==> config.mk <==
export PLATFORM = sky130hd
export DESIGN_NAME = fir_mac_sequencer
export DESIGN_NICKNAME = d
export VERILOG_FILES = /design/src/rtl/fir_mac_sequencer.sv
export SDC_FILE = /design/constraint.sdc
export NUM_CORES = 1
export LEC_CHECK = 0
export BUFFER_PORTS_ARGS = -buffer_cell sky130_fd_sc_hd__buf_2
export CELL_PAD_IN_SITES_DETAIL_PLACEMENT = 1
export CELL_PAD_IN_SITES_GLOBAL_PLACEMENT = 2
export CORE_ASPECT_RATIO = 0.9
export CORE_MARGIN = 10
export CORE_UTILIZATION = 31
export DETAILED_ROUTE_END_ITERATION = 6
export PLACE_DENSITY_LB_ADDON = 0.05
export SYNTH_ARGS = -nofsm -noshare
export SYNTH_HDL_FRONTEND = slang
export SYNTH_SLANG_ARGS = --single-unit
==> constraint.sdc <==
create_clock -name clk -period 2.15 [get_ports clk]
set_input_delay 0.43 -clock clk [delete_from_list [all_inputs] [get_ports clk]]
set_output_delay 0.43 -clock clk [all_outputs]
set_load 0.05 [all_outputs]
==> src/rtl/fir_mac_sequencer.sv <==
// fir_mac_sequencer: steps one shared MAC through all FIR taps for each accepted sample
module fir_mac_sequencer #(
   parameter int NTAPS = 24,
   parameter int DW    = 8,
   parameter int AW    = 5,
   parameter int PIPE  = 2
) (
   input  logic          clk,
   input  logic          rst,
   input  logic          in_valid,
   output logic          in_ready,
   input  logic [DW-1:0] in_data,
   output logic          mem_we,
   output logic [AW-1:0] mem_waddr,
   output logic [DW-1:0] mem_wdata,
   output logic [AW-1:0] mem_raddr,
   output logic [AW-1:0] coef_addr,
   output logic          mac_en,
   output logic          mac_clr,
   output logic          mac_last,
   output logic          out_valid,
   output logic          busy
);
   typedef enum logic [2:0] {IDLE, LOAD, RUN, DRAIN, DONE} state_t;
   localparam int DCW = PIPE > 1 ? $clog2(PIPE) : 1;
   localparam logic [AW-1:0] KLAST = AW'(NTAPS - 1);
   localparam logic [DCW-1:0] DLAST = DCW'(PIPE > 0 ? PIPE - 1 : 0);
   state_t state;
   logic [AW-1:0] wr_ptr;
   logic [DCW-1:0] dcnt;
   // every output is registered from the state being entered; coef_addr doubles as the tap index k
   always_ff @(posedge clk) begin
      if (rst) begin
         state     <= IDLE;
         wr_ptr    <= '0;
         dcnt      <= '0;
         in_ready  <= 1'b0;
         mem_we    <= 1'b0;
         mem_waddr <= '0;
         mem_wdata <= '0;
         mem_raddr <= '0;
         coef_addr <= '0;
         mac_en    <= 1'b0;
         mac_clr   <= 1'b0;
         mac_last  <= 1'b0;
         out_valid <= 1'b0;
         busy      <= 1'b0;
      end else begin
         mem_we    <= 1'b0;
         mac_en    <= 1'b0;
         mac_clr   <= 1'b0;
         mac_last  <= 1'b0;
         out_valid <= 1'b0;
         case (state)
            IDLE: begin
               if (in_valid && in_ready) begin
                  state     <= LOAD;
                  in_ready  <= 1'b0;
                  busy      <= 1'b1;
                  mem_we    <= 1'b1;
                  mem_waddr <= wr_ptr;
                  mem_wdata <= in_data;
               end else begin
                  in_ready <= 1'b1;
               end
            end
            LOAD: begin
               state     <= RUN;
               mac_en    <= 1'b1;
               mac_clr   <= 1'b1;
               mac_last  <= NTAPS == 1;
               coef_addr <= '0;
               mem_raddr <= wr_ptr;
            end
            RUN: begin
               if (coef_addr == KLAST) begin
                  state     <= PIPE > 0 ? DRAIN : DONE;
                  out_valid <= PIPE == 0;
                  dcnt      <= '0;
               end else begin
                  mac_en    <= 1'b1;
                  mac_last  <= coef_addr + 1'b1 == KLAST;
                  coef_addr <= coef_addr + 1'b1;
                  mem_raddr <= mem_raddr == '0 ? KLAST : mem_raddr - 1'b1;
               end
            end
            DRAIN: begin
               if (dcnt == DLAST) begin
                  state     <= DONE;
                  out_valid <= 1'b1;
               end else begin
                  dcnt <= dcnt + 1'b1;
               end
            end
            DONE: begin
               state    <= IDLE;
               busy     <= 1'b0;
               in_ready <= 1'b1;
               wr_ptr   <= wr_ptr == KLAST ? '0 : wr_ptr + 1'b1;
            end
            default: state <= IDLE;
         endcase
      end
   end
endmodule

* After elaboration in Yosys (flattened, before gate mapping) *
Index checks and enable logic that the tools add are counted.

storage, ports and cells
  bits in registers = 39
  bits of input ports = 11
  logic and storage cells = 68

operators by class
  bitwise logic cells = 3
  add/subtract/negate cells = 4
  reduce and logical (&&, ||, !) cells = 14
  equal/unequal tests = 11
  multiplexer cells = 22

operators with widths
  operator               number
  $mux W5                4
  $pmux W5 S2            2
  $eq A5 B5 Y1 const B   3
  $pmux W3 S4            1
  $add A5 B1 Y5 const B  2
  $mux W3                3
  $mux W1                8
  $ne A2 B2 Y1 const B   4
  $pmux W1 S2            4
  $reduce_and A2 Y1      4
  $eq A3 B2 Y1 const B   2
  $reduce_bool A2 Y1     3
  $logic_not A5 Y1       1
  $sub A5 B1 Y5 const B  1
  $reduce_or A2 Y1       2
  $eq A3 B1 Y1 const B   1
  $eq A3 B3 Y1 const B   1
  $logic_not A3 Y1       1
  $not A1 Y1             3
  $reduce_and A3 Y1      1
  $reduce_or A3 Y1       1
  $add A1 B1 Y1 const B  1
  $logic_and A1 B1 Y1    1

* Depth between registers and ports, before layout *
  depth in word-level cells = 4
  depth in mapped cells = 6
  depth with buffers taken out = 6

* Least setup slack after synthesis *
Ideal clock, no wire load.

  path kind = reg-to-reg
  start = register coef_addr[0]
  end = register dcnt
  arrival = 1824 ps
  stages on the path, launching flop included = 6
  slack = 199 ps
  period minus slack after synthesis = 1951 ps
  setup time = 128 ps
  data required time = 2022 ps
  path buffers = 0
  path through = dfxtp_1 > ha_1 > nand4b_1 > or3b_2 > a2bb2oi_1 > nor2_1

between the ends
  longest elaborated chain between the ends = 3

RTL lines
  item                         RTL line  text
  start: declaration           17        output logic [AW-1:0] coef_addr,
  start signal: assignment     83        coef_addr <= coef_addr + 1'b1;
  $eq A5 B5 Y1                 76        if (coef_addr == KLAST) begin
  $ne A2 B2 Y1 (no line)       -
  $reduce_and A2 Y1 (no line)  -
  end signal: assignment       92        dcnt <= dcnt + 1'b1;
  end: declaration             30        logic [DCW-1:0] dcnt;

No other way between the ends.
A chain may end at the register's enable or synchronous reset.

* Final worst setup path *
Same ends and word-level chain as after synthesis.

==> results.yml <==
clock_network:
  htreeDepth: 2
  cts_root_buf: "clkbuf_8"
  clk_pin_slew_ns: 0.08
  holdBufCountCts: 0
  cts-buffers-inserted: 5
  clkSinkCount: 39
  clk_latency_ns: 0.29
  post_cts_resized: 0
  post_cts_buffers: 0
  cts_tree: "done"
  cts_buffer_depth: 2
route:
  wire_per_inst_um: 14.7
  routed_wl_mm: 4.41
  via_per_inst: 4.90
  initialDrtViolationCount: 35
  drtPass1Iterations: 4
  antenna_left: 0
  dr_total_vias: 1470
  drt_drc_violations_left: 0
floorplanning:
  core_area_um2: 5290
  fp.dieW_um: 98.2
  num_rows: 25
  die_h_um: 90.3
  pin_count: 41
  start_util_pct: 32.2
  die_area_um2: 8870
sta:
  hold_slack_ns: 0.377
  post-route-period-util_pct: 83.2
  fin_ws_ns: 0.361
  rsz0062_at_grt: "no"
  finalSetupViolCount: 0
  finalClockSkew_ns: 0.00699
  setup_tns_ns: 0
  slew_viol_final: 0
  slew_headroom_pct: 60.3
  fmax_mhz: 559
  worst_pin_slew_ns: 0.596
  finalHoldViolCount: 0
  finalCriticalPeriod_ns: 1.79
status:
  status: "finished, final reports clean"
place:
  globalplace.congestion: 0.767
  hpwl_mm: 3.28
  dp_slack_ns: 0.381
  portBuffers: 40
  placed_area_um2: 1940
hold_path:
  worstHoldStart: "in_data[1]"
  whs_path_depth: 3
  hp-class: "input pin to register"
  whs_endpoint: "mem_wdata[1]"
setup_path:
  worstSetupEndpointType: "register"
  required_ns: 2.31
  crit_path_max_fanout: 5
  critical_path.reg2reg.startpoint: "coef_addr[0]"
  regToRegSetupSlack_ns: 0.36
  rr_endpoint: "dcnt"
  crit_arrival_ns: 1.95
  worstSetupPathType: "register to register"
  critPathLaunchType: "register"
  r2r.worst_path.cells: 5
cells_and_area:
  design_area_um2: 2020
  drive_above_1_share_pct: 25.3
  seqCellArea_um2: 781
  area_growth_pct: 18.8
  nFillCells: 628
  fin_nets: 247
  multi_input_area_um2: 830
  antenna_cells: 0
grt:
  antenna_found_initial: 0
  grt_overflow_total: 0
  grt_usage_pct: 9.96
  grt_start_max_net_pins: 32
  grt_pass1_wl_mm: 7.47
  grt_pass1_vias: 1547
logic_synthesis:
  syn_nets: 208
  ys_seq_elements: 39
  yosys.area.top_type: "dfxtp_1"
  synth-seq-area-share_pct: 45.8
  yosys_warnings: 0
  syn_area_per_cell_um2: 8.83
  synth_cells: 193
  synth_edf_count: 0
  async_flop_share_pct: 0
  ys_top_cells_by_area: "dfxtp_1 46%, nand2_1 8.6%, a21oi_1 5.9%"
  synth_ff_type: "dfxtp_1"
  netlist_area_um2: 1700
  synth.distinct_cells: 43
  synth_top_area_share_pct: 45.8
power:
  cellPowerDensity_nw_per_um2: 715
  vdd_drop_max_uv: 278
  leakage_uw: 0.000836
run:
  drv_cap: 0
-- cells in the final DEF (no fill, tap or decap), drive strengths merged, types with 3 or more instances in the layout --
cell,netlist,routed
buf,6,44
nor3b,6,6
o21ai,3,3
nor4,3,3
nand3,3,3
ha,4,4
xor2,4,4
nor3,5,5
mux2i,3,3
nor2,16,16
a21oi,22,22
and2,3,3
nand2,39,39
dfxtp,39,39
nor2b,3,3
clkbuf,6,6
inv,4,4
-- flip-flops by register name, summed over array words and instances (netlist names) --
name / count
mem_raddr: 5
mem_we: 1
mem_wdata: 8
mac_last: 1
mac_clr: 1
wr_ptr: 5
out_valid: 1
state: 3
dcnt: 1
in_ready: 1
mac_en: 1
busy: 1
mem_waddr: 5
coef_addr: 5
-- synthesized netlist by cell type, types with 2 or more instances --
master    count
nand3_1       3
dfxtp_1      39
clkbuf_2      2
xnor2_1       2
nor2b_1       3
xor2_1        4
clkbuf_1      4
mux2i_1       3
ha_1          4
and2_1        3
nor3b_1       4
nand2_1      39
buf_6         3
nor3b_4       2
nor2_1       15
nand4_1       2
buf_4         2
nor4b_1       2
a21o_1        2
a21oi_1      20
a21oi_2       2
nor4_1        2
nor3_1        5
inv_1         4
a211o_1       2
o21ai_0       3
-- power breakdown --
group,total (uW),leakage (uW),switching (uW),internal (uW)
registers,765,0.000316,21.7,743
logic,200,0.000479,143,57.5
clock network,482,0.0000412,256,227
-- area by class of cell --
cell class | count | share of cell area (%)
clock buffer | 6 | 3.58
clock inverter | 2 | 0.618
inverter | 4 | 0.742
multi-input combinational | 138 | 41.0
sequential | 39 | 38.6
tap | 67 | 4.14
timing repair buffer | 44 | 11.4
-- layer usage --
metal	track usage, %	wire [um]	vias to the layer above
li1	-	-	734
met1	11.5	2060	712
met5	0	0	-
met4	3.70	32	0
met2	16.6	2130	20
met3	3.37	189	4
-- through the flow --
step,instances,utilization (%),total power [uW]
finish,300,38.3,1450
global placement,292,36.7,979
floorplan,193,-,936
CTS,300,38.3,1480
global route,300,38.3,1530
detailed placement,292,36.7,986
-- worst max path at each step --
stage / to / slack, ns / cells after the start / start
6_report: dcnt / 0.36 / 5 / coef_addr[0]
5_1_grt: dcnt / 0.22 / 5 / coef_addr[0]
4_1_cts: dcnt / 0.35 / 5 / coef_addr[1]
3_5_place_dp: dcnt / 0.38 / 5 / coef_addr[0]
3_3_place_gp: dcnt / 0.42 / 5 / coef_addr[0]
2_1_floorplan: dcnt / 0.20 / 5 / coef_addr[0]
-- critical path, cell delays in order, from the launching register on --
cell and delay, ns:
dfxtp_1 0.41, ha_1 0.28, nand4b_1 0.25, or3b_2 0.53, a2bb2oi_1 0.16, nor2_1 0.05
-- logic make-up (layout without fill, tap and decap cells) --
kind of cell	count (synthesis)	after routing	synth area share, %
xor+xnor	6	6	3.08
compound gates	35	35	12.6
flops	39	39	45.8
mux	4	4	2.42
buf+inv	16	56	5.51
fa+ha+maj	4	4	2.94
simple gates	89	89	27.7
Power figures use the tool's default switching activity.
